[config.mk]
export PLATFORM = sky130hd
export DESIGN_NAME = channel_scanner_flat
export DESIGN_NICKNAME = d
export VERILOG_FILES = /design/src/rtl/channel_scanner_pkg.sv /design/src/rtl/channel_scanner_if.sv /design/src/rtl/channel_scanner_rr_arbiter.sv /design/src/rtl/channel_scanner.sv /design/src/flat_wrapper.sv
export SDC_FILE = /design/constraint.sdc
export NUM_CORES = 1
export LEC_CHECK = 0
export BUFFER_PORTS_ARGS = -buffer_cell sky130_fd_sc_hd__buf_2
export CAP_MARGIN = 20
export CORE_ASPECT_RATIO = 1.5
export CORE_UTILIZATION = 51
export CTS_BUF_LIST = sky130_fd_sc_hd__clkbuf_4 sky130_fd_sc_hd__clkbuf_8 sky130_fd_sc_hd__clkbuf_16
export CTS_CLUSTER_DIAMETER = 40
export DETAILED_ROUTE_END_ITERATION = 7
export GPL_TIMING_DRIVEN = 0
export PLACE_DENSITY = 0.81
export SLEW_MARGIN = 40
export SYNTH_ARGS = -nofsm -noshare
export SYNTH_HDL_FRONTEND = slang
export SYNTH_HIERARCHICAL = 1
export SYNTH_SLANG_ARGS = --single-unit
[constraint.sdc]
create_clock -name clk -period 4.33 [get_ports clk]
set_input_delay 0.866 -clock clk [delete_from_list [all_inputs] [get_ports clk]]
set_output_delay 0.866 -clock clk [all_outputs]
set_load 0.1 [all_outputs]
[src/rtl/channel_scanner_pkg.sv]
// channel_scanner_pkg: shared FSM state type and default sizes for the channel scanner and mux
package channel_scanner_pkg;
  localparam int DEF_WIDTH = 16;
  localparam int DEF_DATA_LENGTH = 68;
  typedef enum logic [1:0] {IDLE, SELECT, OUTPUT} state_t;
endpackage

[src/rtl/channel_scanner_if.sv]
// channel_scanner_if: pending/mux-select/ack side plus the valid/ready word stream
interface channel_scanner_if import channel_scanner_pkg::*; #(
  parameter int WIDTH = DEF_WIDTH,
  parameter int DATA_LENGTH = DEF_DATA_LENGTH
);
  localparam int SW = WIDTH > 1 ? $clog2(WIDTH) : 1;
  logic [WIDTH-1:0] i_pending;
  logic [SW-1:0] o_sel;
  logic [DATA_LENGTH-1:0] i_data;
  logic [WIDTH-1:0] o_ack;
  logic [DATA_LENGTH-1:0] o_data;
  logic [SW-1:0] o_channel;
  logic o_valid;
  logic i_ready;
  modport master (
    input i_pending, i_data, i_ready,
    output o_sel, o_ack, o_data, o_channel, o_valid
  );
  modport slave (
    output i_pending, i_data, i_ready,
    input o_sel, o_ack, o_data, o_channel, o_valid
  );
endinterface

[src/rtl/channel_scanner_rr_arbiter.sv]
// rr_arbiter: grants the first request at or after ptr, wrapping at WIDTH-1
module rr_arbiter import channel_scanner_pkg::*; #(
  parameter int WIDTH = DEF_WIDTH,
  localparam int SW = WIDTH > 1 ? $clog2(WIDTH) : 1
) (
  input  logic [WIDTH-1:0] req,
  input  logic [SW-1:0]    ptr,
  output logic             grant_valid,
  output logic [SW-1:0]    grant_idx
);
  logic [WIDTH-1:0] rot;
  int pick;
  // modulo wrap keeps the index below WIDTH even when WIDTH is not a power of two
  always_comb begin
    rot = '0;
    pick = 0;
    for (int i = 0; i < WIDTH; i++) rot[i] = req[(i + int'(ptr)) % WIDTH];
    for (int i = WIDTH - 1; i >= 0; i--) if (rot[i]) pick = i;
    grant_valid = |rot;
    grant_idx = SW'((pick + int'(ptr)) % WIDTH);
  end
endmodule

[src/rtl/channel_scanner.sv]
// channel_scanner: round-robin readout of pending channels through the mux onto a valid/ready stream
module channel_scanner import channel_scanner_pkg::*; #(
  parameter int WIDTH = DEF_WIDTH,
  parameter int DATA_LENGTH = DEF_DATA_LENGTH
) (
  input logic clk,
  input logic reset,
  channel_scanner_if.master bus
);
  localparam int SW = WIDTH > 1 ? $clog2(WIDTH) : 1;
  state_t state, next_state;
  logic [SW-1:0] ptr;
  logic [SW-1:0] grant_idx;
  logic grant_valid, load_sel, capture, accept;
  rr_arbiter #(.WIDTH(WIDTH)) u_arb (
    .req(bus.i_pending),
    .ptr(ptr),
    .grant_valid(grant_valid),
    .grant_idx(grant_idx)
  );
  always_ff @(posedge clk or posedge reset)
    if (reset) state <= IDLE;
    else state <= next_state;
  always_comb
    next_state = state == IDLE ? (grant_valid ? SELECT : IDLE) :
                 state == SELECT ? (bus.i_pending[bus.o_sel] ? OUTPUT : IDLE) :
                 bus.i_ready ? IDLE : OUTPUT;
  // a pending bit that dropped during SELECT is skipped without touching ptr
  always_comb begin
    load_sel = state == IDLE && grant_valid;
    capture = state == SELECT && bus.i_pending[bus.o_sel];
    accept = state == OUTPUT && bus.i_ready;
  end
  always_ff @(posedge clk or posedge reset)
    if (reset) begin
      ptr <= '0;
      bus.o_sel <= '0;
      bus.o_ack <= '0;
      bus.o_data <= '0;
      bus.o_channel <= '0;
      bus.o_valid <= 1'b0;
    end else begin
      if (load_sel) bus.o_sel <= grant_idx;
      if (capture) begin
        bus.o_data <= bus.i_data;
        bus.o_channel <= bus.o_sel;
      end
      bus.o_ack <= capture ? WIDTH'(1) << bus.o_sel : '0;
      bus.o_valid <= capture | (bus.o_valid & ~accept);
      if (accept) ptr <= bus.o_channel == SW'(WIDTH - 1) ? '0 : bus.o_channel + 1'b1;
    end
endmodule

[src/flat_wrapper.sv]
// flat-port wrapper written by rule: the top's interface ports become plain ports
module channel_scanner_flat import channel_scanner_pkg::*;
#(
  parameter int WIDTH = DEF_WIDTH,
  parameter int DATA_LENGTH = DEF_DATA_LENGTH
)
  (clk, reset, bus_i_pending, bus_i_data, bus_i_ready, bus_o_sel, bus_o_ack, bus_o_data, bus_o_channel, bus_o_valid);
  channel_scanner_if #(.WIDTH(WIDTH), .DATA_LENGTH(DATA_LENGTH)) bus_i ();
  input logic clk;
  input logic reset;
  input wire logic [$bits(bus_i.i_pending)-1:0] bus_i_pending;
  input wire logic [$bits(bus_i.i_data)-1:0] bus_i_data;
  input wire logic [$bits(bus_i.i_ready)-1:0] bus_i_ready;
  output wire logic [$bits(bus_i.o_sel)-1:0] bus_o_sel;
  output wire logic [$bits(bus_i.o_ack)-1:0] bus_o_ack;
  output wire logic [$bits(bus_i.o_data)-1:0] bus_o_data;
  output wire logic [$bits(bus_i.o_channel)-1:0] bus_o_channel;
  output wire logic [$bits(bus_i.o_valid)-1:0] bus_o_valid;
  assign bus_i.i_pending = bus_i_pending;
  assign bus_i.i_data = bus_i_data;
  assign bus_i.i_ready = bus_i_ready;
  assign bus_o_sel = bus_i.o_sel;
  assign bus_o_ack = bus_i.o_ack;
  assign bus_o_data = bus_i.o_data;
  assign bus_o_channel = bus_i.o_channel;
  assign bus_o_valid = bus_i.o_valid;
  channel_scanner #(.WIDTH(WIDTH), .DATA_LENGTH(DATA_LENGTH)) u_core (.clk(clk), .reset(reset), .bus(bus_i));
endmodule
# Word level (Yosys, flattened, before mapping)
# Cells that the tools add are included.
classes:
  add_sub_neg: 17
  multipliers: 0
  div_mod_pow: 0
  magnitude_cmp: 17
  eq_ne: 3
  shifts: 1
  muxes: 72
  bitwise: 18
  reduce_logical: 20
op_table:
  columns: ["op", "n"]
  rows:
  - ["$lt A5 B6 Y1 const B", 15]
  - ["$bmux W1 S4", 17]
  - ["$mux W4", 17]
  - ["$reduce_or A4 Y1", 15]
  - ["$mux W1", 33]
  - ["$add A4 B4 Y4 const A", 8]
  - ["$add A3 B4 Y4 const A", 4]
  - ["$mux W16", 1]
  - ["$reduce_or A16 Y1", 1]
  - ["$shl A1 B4 Y16 const A", 1]
  - ["$and A1 B1 Y1 const A", 15]
  - ["$lt A4 B5 Y1 const B", 2]
  - ["$add A2 B4 Y4 const A", 2]
  - ["$mux W2", 4]
  - ["$add A1 B4 Y4 const A", 1]
  - ["$add A4 B1 Y4 const B", 1]
  - ["$add A4 B4 Y4", 1]
  - ["$eq A4 B4 Y1 const B", 1]
  - ["$logic_and A1 B1 Y1", 3]
  - ["$eq A2 B1 Y1 const B", 1]
  - ["$eq A2 B2 Y1 const B", 1]
  - ["$logic_not A2 Y1", 1]
  - ["$and A1 B1 Y1", 1]
  - ["$not A1 Y1", 1]
  - ["$or A1 B1 Y1", 1]
word_totals:
  reg_bits: 99
  latch_bits: 0
  ram_bits: 0
  rom_bits: 0
  inputBits: 87
  wordCells: 155
  memories: 0

# Longest topological paths before layout
# Gate-level depths: netlist of run 1.
depth:
  ltp_word: 23
  mapped_depth: 17
  depth_no_buf: 15

# Hierarchy
# Netlist of run 1, hierarchy kept.
by_module_without_submodules:
  columns: ["module", "instances", "cells_each", "area_per_inst_um2"]
  rows:
  - ["channel_scanner", 1, 253, 3895.0]
  - ["rr_arbiter", 1, 121, 1367.6]

# Worst setup path before layout of run 1
# Ideal clock, no wire load.
synth_timing:
  path_type: "reg2reg"
  startpoint: "reg u_core.ptr[1]"
  endpoint: "reg u_core.bus.o_sel[3]"
  arrival_ns: 3.841
  t_required_ns: 4.182
  slack_ns: 0.341
  path_stages_with_launch: 18
  path_buffers: 2
  synth_period_minus_slack_ns: 3.989
  cell_sequence: "dfrtp_1 clkbuf_8 inv_1 ha_1 clkbuf_1 mux4_1 mux2_2 mux2i_1 o221ai_1 a211oi_1 o21a_1 ha_1 a21o_1 a21oi_1 xor2_1 xnor2_1 nand2_1 o21ai_0"
synth_between:
  elab_chain_len: 21
synth_rtl:
  columns: ["element", "line", "source"]
  rows:
  - ["from (decl)", "channel_scanner.sv:12", "logic [SW-1:0] ptr;"]
  - ["from (signal assigned)", "channel_scanner.sv:50", "if (accept) ptr <= bus.o_channel == SW'(WIDTH - 1) ? '0 : bus.o_channel + 1'b1;"]
  - ["$add A4 B4 Y4", "channel_scanner_rr_arbiter.sv:17", "for (int i = 0; i < WIDTH; i++) rot[i] = req[(i + int'(ptr)) % WIDTH];"]
  - ["$bmux W1 S4", "channel_scanner_rr_arbiter.sv:17", null]
  - ["$mux W1 (not written as such) (2 in series)", "channel_scanner_rr_arbiter.sv:17", null]
  - ["$mux W4 (16 in series)", "channel_scanner_rr_arbiter.sv:18", "for (int i = WIDTH - 1; i >= 0; i--) if (rot[i]) pick = i;"]
  - ["$add A4 B4 Y4 *", "channel_scanner_rr_arbiter.sv:20", "grant_idx = SW'((pick + int'(ptr)) % WIDTH);"]
  - ["named net u_core.grant_idx[3]", "channel_scanner.sv:13", "logic [SW-1:0] grant_idx;"]
  - ["to (signal assigned)", "channel_scanner.sv:43", "if (load_sel) bus.o_sel <= grant_idx;"]
  - ["to (decl)", "channel_scanner_if.sv:17", "output o_sel, o_ack, o_data, o_channel, o_valid"]
# The timed path passes the listed nets; every way through them passes the cells marked *. The select of a mux whose other input is x is not followed.
# A chain may end at the register's enable or synchronous reset.

# Final worst setup path of run 1
layout_timing:
  startpoint: "reg u_core.ptr[0]"
  endpoint: "reg u_core.bus.o_sel[3]"
# The elaborated chain is that of the path after synthesis.

==> results.yml, run 1 <==
run_status:
  outcome: "finished, violations left"
  violations: "DRC"
synthesis:
  synth_simple_gate_area_share_pct: 6.40
  synth_cells: 374
  synth_compound_area_share_pct: 4.40
  ys_ff_latch: 99
  yosysWarnings: 6
  syn_area_per_cell_sq_um: 14.1
  synth_top_cell_by_area: "dfrtp_1"
  synthArstFlopShare_pct: 100
  synth_cell_types: 46
  synth_edf_count: 0
  synth_top_area_share_pct: 47.1
  yosys-top-cells-area: "dfrtp_1, mux2_2, mux4_2, mux2_4, mux4_1"
  synthMuxAreaShare_pct: 33.2
  synth_fa_ha_area_share_pct: 3.00
  yosys_most_used_dff: "dfrtp_1"
  synthesis.area_sq_um: 5260
  synth.net_count: 473
  synth_xor_area_share_pct: 2.16
  synth_top_family_by_area: "multiplexers"
  synth-seq-area-share_pct: 47.1
critical_path:
  critPathSlowestCell: "mux4_1"
  arrival_ps: 4340
  path_max_fanout: 10
  cpPeakStageDelay_ps: 620
  critPathCaptureType: "flop"
  cp-start-kind: "flop"
  crit_chain: "buf_4 > inv_1 > ha_4 > mux4_1 > mux2_2 > mux2_2 > or2_2 > a22oi_1 > o21ai_0 > ha_1 > a21o_1 > a21oi_1 > xor2_1 > xnor2_1 > nand2_1 > o21ai_0"
  cp_num_buf_inv: 2
  path_delay_family: "multiplexers"
  crit_type: "reg -> reg"
  cp.required_ps: 4530
timing:
  worst_slew_pin_slew_ps: 524
  setup_viol: 0
  skew_ps: 10.3
  period_minus_slack_ps: 4140
  tns_ps: 0
  slew_headroom_pct: 65.3
  setup_ws_ps: 191
  final-hold-violation-count: 0
  clock.fmax_mhz: 242
  slew_viol_final: 0
  finalCritPeriodShare_pct: 95.6
finish:
  post-route-util_pct: 66.5
  antenna_cells: 0
  multi_input_area_sq_um: 2610
  fillers: 732
  nNetsFinal: 667
  area_growth_pct: 27.4
  layout.cells.non_filler: 690
  area.sequential_sq_um: 2480
  drive_gt1_share_pct: 57.8
place:
  dpl.hpwl_microns: 10000
  numPortBuffers: 179
  gp_congestion: 0.879
  pre_cts_ws_ps: -348
  dp_cells: 671
clock_network:
  cts_tree: "done"
  clk_path_buf_depth: 2
  cts_made_buffers: 9
  clkTransAtPathRegs_ps: 70
  cts-root-buf: "clkbuf_16"
  cts_sinks: 99
  cts.htree.levels: 3
  clk_latency_ps: 340
  cts_hold_buf: 0
global_route:
  antenna_found_initial: 0
  grt_overflow: 0
  grt_max_degree: 53
  grt_pass1_vias: 4164
  gr-usage-all-layers_pct: 25.1
  grt_pass1_wl_microns: 20700
detailed_routing:
  drt-total-wl_microns: 12900
  drcViolationCount: 5
  drt-initial-drc-count: 184
  dr.pass1.iters: 7
  drtAntennaViolNets: 0
  routedWlPerCell_microns: 18.8
  viasPerCell: 5.65
  num_vias: 3901
run:
  max_cap_viol_count: 0
floorplan:
  ios: 180
  dieArea_sq_um: 10700
  core_area_sq_um: 10100
  initial_core_util_pct: 52.2
  die_y_microns: 126
  die_w_microns: 84.9
  num_rows: 45
min_path:
  worstHoldPathType: "reg -> reg"
## metal layers
metal  wire, microns  track usage [%]  vias up
met5               0                0        -
met1            4610             27.5     1903
met2            6790             44.3      203
met4             489             12.6        0
li1                -                -     1764
met3            1050             6.90       31
## path summary, 6_finish.rpt
check / slack (ps) / depth (start not counted) / end / start
worst min register to register: 480 / 2 / u_core/bus.o_valid$_DFF_PP0_ / u_core/bus.o_valid$_DFF_PP0_
worst max-delay path: 190 / 16 / u_core/bus.o_sel[3]$_DFFE_PP0P_ / u_core/ptr[0]$_DFFE_PP0P_
max in group asynchronous: 3190 / 3 / u_core/ptr[1]$_DFFE_PP0P_ / reset
worst max register to register: 190 / 16 / u_core/bus.o_sel[3]$_DFFE_PP0P_ / u_core/ptr[0]$_DFFE_PP0P_
min in group asynchronous: 550 / 2 / u_core/ptr[2]$_DFFE_PP0P_ / reset
worst min-delay path: 480 / 2 / u_core/bus.o_valid$_DFF_PP0_ / u_core/bus.o_valid$_DFF_PP0_
## worst min-delay path: cells and delay by family, from the launching register on
kind,cells,cell delay [ps]
flops,1,340
simple gates,2,100
## Yosys cell counts (2+ instances only)
library cell and n:
nand2b_1 4, nor4_1 3, dfrtp_1 99, a21o_1 2
o21ai_0 10, mux2_2 65, nor2b_1 3, a21oi_1 8
nor4b_4 2, o2111ai_2 2, inv_1 15, buf_2 7
buf_4 2, buf_6 6, xor2_1 4, xnor2_1 9
mux2i_1 14, mux4_2 15, nand2_1 17, mux2_4 20
mux4_1 9, clkbuf_1 3, a22oi_1 3, nor3_1 10
ha_1 11, and2_1 3, nor2_1 9
## logic make-up (layout without fill, tap and decap cells)
kind of cell / after synthesis / in the layout
flops: 99 / 99
simple gates: 60 / 60
mux: 123 / 123
xor+xnor: 13 / 13
fa+ha+maj: 12 / 12
buf+inv: 34 / 233
compound gates: 33 / 33
## metrics by stage
stage / instance area, sq um / hold WS (ps)
finish: 6700 / 480
detailed placement: 6340 / 466
floorplan: 5260 / 481
CTS: 6650 / 485
global placement: 6300 / 460
global route: 6700 / 508
## state kept, by name, summed over array words and instances, names as in the netlist
register / cells
u_core/bus.o_data: 68
u_core/bus.o_ack: 16
u_core/bus.o_channel: 4
u_core/bus.o_sel: 4
u_core/ptr: 4
u_core/state: 2
u_core/bus.o_valid: 1
## cell usage in the layout (no fill, tap or decap), types with 2 or more instances in the layout
cell type | synthesis | final
a21o_1 | 2 | 2
a21oi_1 | 8 | 8
a22oi_1 | 3 | 3
and2_1 | 3 | 3
buf_2 | 7 | 186
buf_4 | 2 | 6
buf_6 | 6 | 6
clkbuf_16 | 0 | 9
clkbuf_8 | 1 | 2
clkinvlp_4 | 0 | 2
dfrtp_1 | 99 | 98
ha_1 | 11 | 10
inv_1 | 15 | 13
inv_6 | 0 | 2
mux2_2 | 65 | 65
mux2_4 | 20 | 20
mux2i_1 | 14 | 13
mux4_1 | 9 | 9
mux4_2 | 15 | 15
nand2_1 | 17 | 17
nand2b_1 | 4 | 4
nor2_1 | 9 | 9
nor2b_1 | 3 | 3
nor3_1 | 10 | 10
nor4_1 | 3 | 3
nor4b_4 | 2 | 2
o2111ai_2 | 2 | 2
o21ai_0 | 10 | 10
xnor2_1 | 9 | 9
xor2_1 | 4 | 4
## cell type report
class,instances,area share (%)
Sequential cell,99,37.0
Clock inverter,5,0.896
Clock buffer,11,3.68
Timing Repair Buffer,184,14.2
Inverter,15,0.971
Multi-Input combinational cell,241,39.0
Buffer,18,2.09
Tap cell,117,2.18
## what timing repair did
| action | in CTS | in global routing |
|---|---|---|
| gates resized for setup | 3 | 5 |
| pin swaps | 0 | 2 |
| cloned | 0 | 0 |
| buffers inserted | 0 | 4 |
| endpoints found under the setup margin | 3 | 1 |
Power of run 1 is left out: the tool's default activity adds up to more than one toggle a clock period on the data nets, which glitch-free logic cannot reach.
==> run 2, diff against run 1 <==
- clock period: 4.33 -> 4 ns (I/O delays scaled with it)
==> run 2 against run 1 <==
  * The run still ends with DRC left
  * Critical path depth is the same
  * Clock skew decreased by 0.89 ps
  * Core utilization increased by 0.91 points
  * First-iteration DRC count is 8.2% lower
  * Sequential share of layout area fell by 0.48 points
  * Setup slack got worse by 28 ps
  * Final cell count rose by 0.58%
==> results.yml, run 2 (synthesis gave the netlist of run 1 again) <==
run_status:
  outcome: "finished, violations left"
  violations: "DRC"
finish:
  layout.cells.non_filler: 694
  area_growth_pct: 29.1
  largest_register: "u_core/bus.o_data"
  post-route-util_pct: 67.4
  nNetsFinal: 671
  antenna_cells: 0
  final_cell_mix: "buf_2, dfrtp_1, mux2_2"
  largest_reg_flops: 68
  drive_gt1_share_pct: 60.1
  top_regs: "u_core/bus.o_data x68, u_core/bus.o_ack x16"
  layout_commonest_cell: "buf_2"
  fillers: 727
timing:
  period_minus_slack_ps: 3840
  final-hold-violation-count: 0
  tns_ps: 0
  worst_slew_pin_slew_ps: 573
  rsz0062_at_grt: "false"
  finalCritPeriodShare_pct: 95.9
  slew_viol_final: 0
  setup_viol: 0
  skew_ps: 9.42
  slew_headroom_pct: 61.5
  clock.fmax_mhz: 261
global_route:
  antenna_found_initial: 0
  grt_overflow: 0
  grt_max_degree: 53
  gr-usage-all-layers_pct: 25.4
  grt_pass1_wl_microns: 20900
  grt_pass1_vias: 4208
floorplan:
  ios: 180
  dieArea_sq_um: 10700
  num_rows: 45
  initial_core_util_pct: 52.2
  die_y_microns: 126
  core_area_sq_um: 10100
  die_w_microns: 84.9
detailed_routing:
  routedWlPerCell_microns: 18.8
  drcViolationCount: 5
  dr.pass1.iters: 6
  viasPerCell: 5.64
  num_vias: 3915
  drt-total-wl_microns: 13100
  drtAntennaViolNets: 0
  drt-initial-drc-count: 169
place:
  dpl.hpwl_microns: 10000
  gp_congestion: 0.879
  numPortBuffers: 179
  dp_cells: 671
clock_network:
  cts.htree.levels: 3
  cts_tree: "done"
  clk_latency_ps: 340
  clkTransAtPathRegs_ps: 70
  clk_path_buf_depth: 2
  cts_sinks: 99
  cts_made_buffers: 9
  cts_hold_buf: 0
  cts-root-buf: "clkbuf_16"
critical_path:
  cpPeakStageDelay_ps: 550
  arrival_ps: 4040
  critPathCaptureType: "flop"
  path_delay_family: "multiplexers"
  crit_type: "reg -> reg"
  cp.depth: 16
  cp_num_buf_inv: 2
  path_max_fanout: 9
  critPathSlowestCell: "mux4_2"
  crit_chain: "buf_8 > clkinvlp_4 > ha_4 > mux4_2 > mux2_4 > mux2_2 > or2_2 > a22oi_1 > o21ai_1 > ha_1 > a21o_1 > a21oi_2 > xor2_1 > xnor2_1 > nand2_1 > o21ai_0"
  cp-start-kind: "flop"
  cp.required_ps: 4200
  r2r_cells: 16
min_path:
  min_delay_path_depth: 2
  worstHoldPathType: "reg -> reg"
run:
  max_cap_viol_count: 0
==> run 2: changes by cell type in the layout (fill, tap and decap cells not counted), sizes merged <==
cell	change
buf	+6
clkbuf	-2
==> run 2: tightest hold or removal path, delay by kind of cell (launching register included) <==
family	cells	cell delay [ps]
flip-flops	1	340
AND/OR/NAND/NOR	2	100
==> run 2: layer usage <==
metal	vias up	share of wire (%)	track usage (%)
li1	1771	-	-
met1	1916	36	27.8
met2	195	53	44.7
met3	33	7.5	6.96
met4	0	3.2	12.7
met5	-	0	0
==> run 2: area by class of cell <==
| class | instances | area, sq um | area share (%) |
|---|---|---|---|
| flip-flops and latches | 99 | 2480 | 36.5 |
| plain buffers | 18 | 141 | 2.08 |
| multi-input cells | 241 | 2670 | 39.3 |
| repair buffers | 188 | 983 | 14.5 |
| inverters | 15 | 65.1 | 0.958 |
| well taps | 117 | 146 | 2.15 |
| clock buffers | 11 | 246 | 3.63 |
| clock inverters | 5 | 60.1 | 0.884 |
==> run 2: path summary, 6_finish.rpt <==
path                                         startpoint                              end  slack (ps)
setup / recovery              u_core/ptr[1]$_DFFE_PP0P_  u_core/bus.o_sel[3]$_DFFE_PP0P_         160
hold / removal             u_core/bus.o_valid$_DFF_PP0_     u_core/bus.o_valid$_DFF_PP0_         480
setup reg to reg              u_core/ptr[1]$_DFFE_PP0P_  u_core/bus.o_sel[3]$_DFFE_PP0P_         160
hold reg to reg            u_core/bus.o_valid$_DFF_PP0_     u_core/bus.o_valid$_DFF_PP0_         480
max in group asynchronous                         reset        u_core/ptr[1]$_DFFE_PP0P_        2920
min in group asynchronous                         reset        u_core/ptr[2]$_DFFE_PP0P_         490
==> run 2: through the flow <==
stage               setup slack, ps  hold slack, ps  instance area [sq um]
floorplan                      10.8             481                   5260
global placement               -473             460                   6300
detailed placement             -678             466                   6340
CTS                            26.1             485                   6710
global route                   10.0             508                   6790
finish                          163             480                   6790
==> run 2: repair_timing <==
| action | in CTS | in global routing |
|---|---|---|
| hold endpoints to repair | 0 | 0 |
| gates resized for setup | 8 | 19 |
| endpoints found under the setup margin | 4 | 3 |
| setup buffers | 6 | 2 |
| pin swaps | 2 | 3 |
Power of run 2 is left out for the same reason.
